===== config.mk =====
export PLATFORM = sky130hd
export DESIGN_NAME = alu_uart_ctrl
export DESIGN_NICKNAME = d
export VERILOG_FILES = /design/src/rtl/alu_pkg.sv /design/src/rtl/gap_timer.sv /design/src/rtl/alu_uart_ctrl.sv
export SDC_FILE = /design/constraint.sdc
export NUM_CORES = 1
export LEC_CHECK = 0
export CELL_PAD_IN_SITES_DETAIL_PLACEMENT = 0
export CELL_PAD_IN_SITES_GLOBAL_PLACEMENT = 1
export CORE_UTILIZATION = 40
export DETAILED_ROUTE_END_ITERATION = 12
export HOLD_SLACK_MARGIN = 0.12
export PLACE_DENSITY = 0.88
export SYNTH_ARGS = -nofsm -noshare
export SYNTH_HDL_FRONTEND = slang
export SYNTH_HIERARCHICAL = 1
export SYNTH_SLANG_ARGS = --single-unit

===== constraint.sdc =====
create_clock -name i_clk -period 2.62 [get_ports i_clk]
set_input_delay 0.524 -clock i_clk [delete_from_list [all_inputs] [get_ports i_clk]]
set_output_delay 0.524 -clock i_clk [all_outputs]
set_load 0.01 [all_outputs]

===== src/rtl/alu_pkg.sv =====
// Shared ALU definitions: opcode encodings, frame-sequencer state encoding and opcode legality check.
// Used by alu_uart_ctrl and by the ALU bench so both agree on the legal opcode set.
package alu_pkg;

  localparam int NB_OP = 6;

  localparam logic [NB_OP-1:0] OP_ADD = 6'b100000;
  localparam logic [NB_OP-1:0] OP_SUB = 6'b100010;
  localparam logic [NB_OP-1:0] OP_AND = 6'b100100;
  localparam logic [NB_OP-1:0] OP_OR  = 6'b100101;
  localparam logic [NB_OP-1:0] OP_XOR = 6'b100110;
  localparam logic [NB_OP-1:0] OP_NOR = 6'b100111;
  localparam logic [NB_OP-1:0] OP_SRA = 6'b000011;
  localparam logic [NB_OP-1:0] OP_SRL = 6'b000010;

  typedef enum logic [2:0] {
    ST_IDLE,
    ST_WAIT_B,
    ST_WAIT_OP,
    ST_EXEC,
    ST_SEND,
    ST_WAIT_TX
  } state_t;

  function automatic logic is_legal_op(input logic [NB_OP-1:0] op);
    case (op)
      OP_ADD, OP_SUB, OP_AND, OP_OR,
      OP_XOR, OP_NOR, OP_SRA, OP_SRL: is_legal_op = 1'b1;
      default:                        is_legal_op = 1'b0;
    endcase
  endfunction

endpackage


===== src/rtl/gap_timer.sv =====
// Inter-byte gap timer: counts enabled cycles since the last clear, flags expiry at TIMEOUT_CYCLES-1.
// o_expire is combinational from the count; the counter restarts on clear, disable or expiry.
module gap_timer #(
  parameter int TIMEOUT_CYCLES = 1000000
) (
  input  logic i_clk,
  input  logic i_rst_n,
  input  logic i_clear,
  input  logic i_en,
  output logic o_expire
);

  localparam int NB_CNT = $clog2(TIMEOUT_CYCLES);
  localparam logic [NB_CNT-1:0] CNT_LAST = NB_CNT'(TIMEOUT_CYCLES - 1);

  logic [NB_CNT-1:0] cnt;

  assign o_expire = i_en && (cnt == CNT_LAST);

  always_ff @(posedge i_clk or negedge i_rst_n) begin
    if (!i_rst_n) begin
      cnt <= '0;
    end else if (i_clear || !i_en || o_expire) begin
      cnt <= '0;
    end else begin
      cnt <= cnt + NB_CNT'(1);
    end
  end

endmodule


===== src/rtl/alu_uart_ctrl.sv =====
// Frame sequencer UART RX -> ALU -> UART TX: collects A, B, OP bytes, latches the ALU result, starts TX.
// OP strobe at N -> tx_start at N+2; RX bytes are dropped while busy, frame completes on tx_done.
module alu_uart_ctrl #(
  parameter int NB_DATA        = 8,
  parameter int NB_OP          = 6,
  parameter int TIMEOUT_CYCLES = 1000000
) (
  input  logic               i_clk,
  input  logic               i_rst_n,
  input  logic [NB_DATA-1:0] i_rx_data,
  input  logic               i_rx_done,
  input  logic               i_tx_done,
  output logic [NB_DATA-1:0] o_tx_data,
  output logic               o_tx_start,
  output logic [NB_DATA-1:0] o_alu_data_A,
  output logic [NB_DATA-1:0] o_alu_data_B,
  output logic [NB_OP-1:0]   o_alu_OP,
  input  logic [NB_DATA-1:0] i_alu_data_RES,
  output logic               o_busy,
  output logic               o_op_err,
  output logic               o_timeout
);

  import alu_pkg::*;

  state_t state;
  logic   timer_en;
  logic   timer_clr;
  logic   gap_expire;

  // The timer only runs while a frame is partially received; any accepted byte restarts it.
  assign timer_en  = (state == ST_WAIT_B) || (state == ST_WAIT_OP);
  assign timer_clr = i_rx_done || !timer_en;

  gap_timer #(
    .TIMEOUT_CYCLES(TIMEOUT_CYCLES)
  ) u_gap_timer (
    .i_clk   (i_clk),
    .i_rst_n (i_rst_n),
    .i_clear (timer_clr),
    .i_en    (timer_en),
    .o_expire(gap_expire)
  );

  always_ff @(posedge i_clk or negedge i_rst_n) begin
    if (!i_rst_n) begin
      state        <= ST_IDLE;
      o_tx_data    <= '0;
      o_tx_start   <= 1'b0;
      o_alu_data_A <= '0;
      o_alu_data_B <= '0;
      o_alu_OP     <= '0;
      o_busy       <= 1'b0;
      o_op_err     <= 1'b0;
      o_timeout    <= 1'b0;
    end else begin
      o_tx_start <= 1'b0;
      o_timeout  <= 1'b0;
      case (state)
        ST_IDLE: begin
          if (i_rx_done) begin
            o_alu_data_A <= i_rx_data;
            state        <= ST_WAIT_B;
          end
        end
        ST_WAIT_B: begin
          // A byte arriving in the expiry cycle takes priority over the abort.
          if (i_rx_done) begin
            o_alu_data_B <= i_rx_data;
            state        <= ST_WAIT_OP;
          end else if (gap_expire) begin
            o_timeout <= 1'b1;
            state     <= ST_IDLE;
          end
        end
        ST_WAIT_OP: begin
          if (i_rx_done) begin
            if (is_legal_op(i_rx_data[NB_OP-1:0])) begin
              o_alu_OP <= i_rx_data[NB_OP-1:0];
              o_busy   <= 1'b1;
              state    <= ST_EXEC;
            end else begin
              o_op_err <= 1'b1;
              state    <= ST_IDLE;
            end
          end else if (gap_expire) begin
            o_timeout <= 1'b1;
            state     <= ST_IDLE;
          end
        end
        ST_EXEC: begin
          o_tx_data  <= i_alu_data_RES;
          o_op_err   <= 1'b0;
          o_tx_start <= 1'b1;
          state      <= ST_SEND;
        end
        ST_SEND: begin
          state <= ST_WAIT_TX;
        end
        ST_WAIT_TX: begin
          if (i_tx_done) begin
            o_busy <= 1'b0;
            state  <= ST_IDLE;
          end
        end
        default: begin
          o_busy <= 1'b0;
          state  <= ST_IDLE;
        end
      endcase
    end
  end

endmodule


==> reports/qor.yml <==
run_status:
  outcome: "finished, final reports clean"
critical_path:
  start_kind: "flip-flop"
  critical_path_class: "reg2reg"
  r2r-end: "u_gap_timer/cnt[3]$_DFF_PN0_"
  cp.required_ps: 2830
  r2r_start: "state[0]$_DFFE_PN0P_"
  r2r_cells: 7
  path_max_fanout: 15
  endpoint_kind: "flip-flop"
  r2r_slack_ps: 390
  worst_ep_arrival_time_ps: 2440
drt:
  wl_per_cell_um: 14.9
  drtAntennaViolNets: 0
  drt_iter0_drc: 62
  via_per_inst: 5.15
  vias: 1868
  drc: 0
  routed_wl_um: 5400
  drt_pre_antenna_iters: 4
floorplanning:
  rows: 29
  die_x_um: 82.9
  core_mm2: 0.00635
  die_y_um: 82.9
  ios: 54
  fp.dieArea_mm2: 0.00687
  initial_core_util: 0.412
clock_network:
  postCtsHoldBufs: 0
  cts.reportedPaths.clkPinSlew_ps: 70
  cts_tree: "yes"
  cts-htree-levels: 3
  post_cts_buffers: 0
  clockBufferDepth: 2
  cts.sink_count: 57
  cts_made_buffers: 9
  post_cts_resized: 0
  cts-root-buf: "clkbuf_8"
  insertion_delay_ps: 330
sta:
  post-route-period-util: 0.851
  setup_tns_ps: 0
  layout_min_cycle_time_ps: 2230
  finalHoldViolCount: 0
  whs_ps: 337
  final_max_slew_viol_count: 0
  rsz0062_at_grt: "false"
  relSlewSlack: 0.528
  tightest_slew_ps: 707
  skew_ps: 7.03
  setup_viol: 0
  max_freq_mhz: 449
pwr:
  p_clk_frac: 0.238
  pwr-share-comb: 0.372
  switching_share: 0.303
  power_switching_mw: 1.03
  peakVddDrop_mv: 0.813
  p_int_mw: 2.38
  p_leak_nw: 1.38
  p_total_mw: 3.42
  p_per_area_mw_per_mm2: 1000
  seq_power_share: 0.390
finish:
  post-route-util: 0.536
  final_cell_mix: "dfrtp_1, clkdlybuf4s50_1, mux2_2"
  fin_cells: 363
  final_common_cell: "dfrtp_1"
  nNetsFinal: 302
  syn_to_final_growth_pct: 29.9
  drive_gt1_frac: 0.199
  diodes: 0
logic_synthesis:
  synth_largest_area_cell: "dfrtp_1"
  avgSynthCellArea_um2: 11.7
  ys_top_cells_by_area: "dfrtp_1, mux2_2, nor2_1"
  yosys_warnings: 6
  syn_inst: 224
  syn-num-nets: 245
  synthesis.area_mm2: 0.00262
  synth_top_area_share: 0.545
  synth_seq_cells: 57
  yosysSeqAreaShare: 0.545
  synth.distinct_cells: 44
grt:
  grt-ovfl-total: 0
  grt_usage: 0.170
  grt_pass1_wl_um: 9250
  grt_max_degree: 58
  grt_pass1_vias: 1938
  antenna_found_initial: 0
run:
  cap_violations: 0
placed_design:
  gp_congestion: 0.745
  dp.cells: 347
  dp_hpwl_um: 3740
  port_buffers: 53
min_path:
  hold_class: "in2async"
## layer usage
metal  vias to the layer above  wire, um  share of wire  track usage
li1                        904         -              -            -
met1                       918      2460           0.46        0.218
met2                        44      2680           0.50        0.268
met3                         2       229          0.042       0.0577
met4                         0        31         0.0057       0.0627
met5                         -         0              0            0
## power groups by stage
| stage | clock (mW) | combinational (mW) | sequential, mW |
|---|---|---|---|
| final | 0.814 | 1.27 | 1.33 |
| after global routing | 0.868 | 1.36 | 1.37 |
| after CTS | 0.833 | 1.29 | 1.33 |
| after detailed placement | 0 | 1.28 | 1.34 |
| after global placement | 0 | 1.25 | 1.33 |
| after floorplan | 0 | 0.578 | 1.40 |
## state kept, by name, summed over array words and instances, names as in the netlist
signal and count:
o_alu_OP 6, o_alu_data_A 8, o_alu_data_B 8, o_busy 1, o_op_err 1, o_timeout 1, o_tx_data 8, o_tx_start 1
state 3, u_gap_timer/cnt 20
## stage by stage
| step | setup slack (ps) | cell area (um^2) |
|---|---|---|
| CTS | 395 | 3400 |
| floorplan | 570 | 2620 |
| detailed placement | 300 | 3210 |
| finish | 391 | 3400 |
| global route | 192 | 3400 |
| global placement | 359 | 3210 |
## layout make-up
type,count,area (um^2)
clock inverter,5,55.1
sequential,57,1430
clock buffer,11,141
timing repair buffer,56,548
fill,574,2950
multi-input combinational,148,1100
tap,77,96.3
inverter,9,33.8
## cells by family (layout without fill, tap and decap cells)
kind of cell,count (synthesis),in the layout,synth area share
flops,57,57,0.545
compound gates,26,26,0.0626
simple gates,82,82,0.190
mux,28,28,0.126
xor+xnor,11,11,0.0368
buf+inv,19,81,0.0349
fa+ha+maj,1,1,0.00478
## worst max-delay path by stage
stage	startpoint	endpoint	slack [ps]	depth (start not counted)
floorplan	state[0]$_DFFE_PN0P_	u_gap_timer/cnt[10]$_DFF_PN0_	570	8
detailed placement	i_rx_done	o_alu_OP[5]$_DFFE_PN0P_	300	5
finish	state[0]$_DFFE_PN0P_	u_gap_timer/cnt[3]$_DFF_PN0_	390	7
CTS	state[0]$_DFFE_PN0P_	u_gap_timer/cnt[3]$_DFF_PN0_	390	7
global placement	i_rx_done	o_alu_OP[5]$_DFFE_PN0P_	360	5
global route	state[0]$_DFFE_PN0P_	u_gap_timer/cnt[14]$_DFF_PN0_	190	7
## critical path, stage by stage (launching register included)
cell	delay, ps
dfrtp_1	510
nand2b_1	260
a21oi_1	250
and4bb_2	260
nand4_1	120
o21ai_1	350
buf_4	280
nor2_1	70
## cell usage after synthesis, drive strengths merged
library cell,count
a211o,1
nand3,11
clkbuf,1
nor2b,2
nand4,2
dfrtp,57
o21ai,5
and2b,2
nand2,11
nor4bb,2
xnor2,6
o22ai,1
mux2,28
a31oi,1
a21oi,10
nor3b,1
or3,4
and4,1
nand3b,2
or4,4
nor3,5
a22o,2
o31ai,4
and3,4
inv,9
nor2,19
a41oi,1
o211a,1
buf,9
xor2,5
nand2b,5
and4bb,1
nor4,5
and2,1
ha,1
Note: power is estimated with default switching activity, not from simulation.
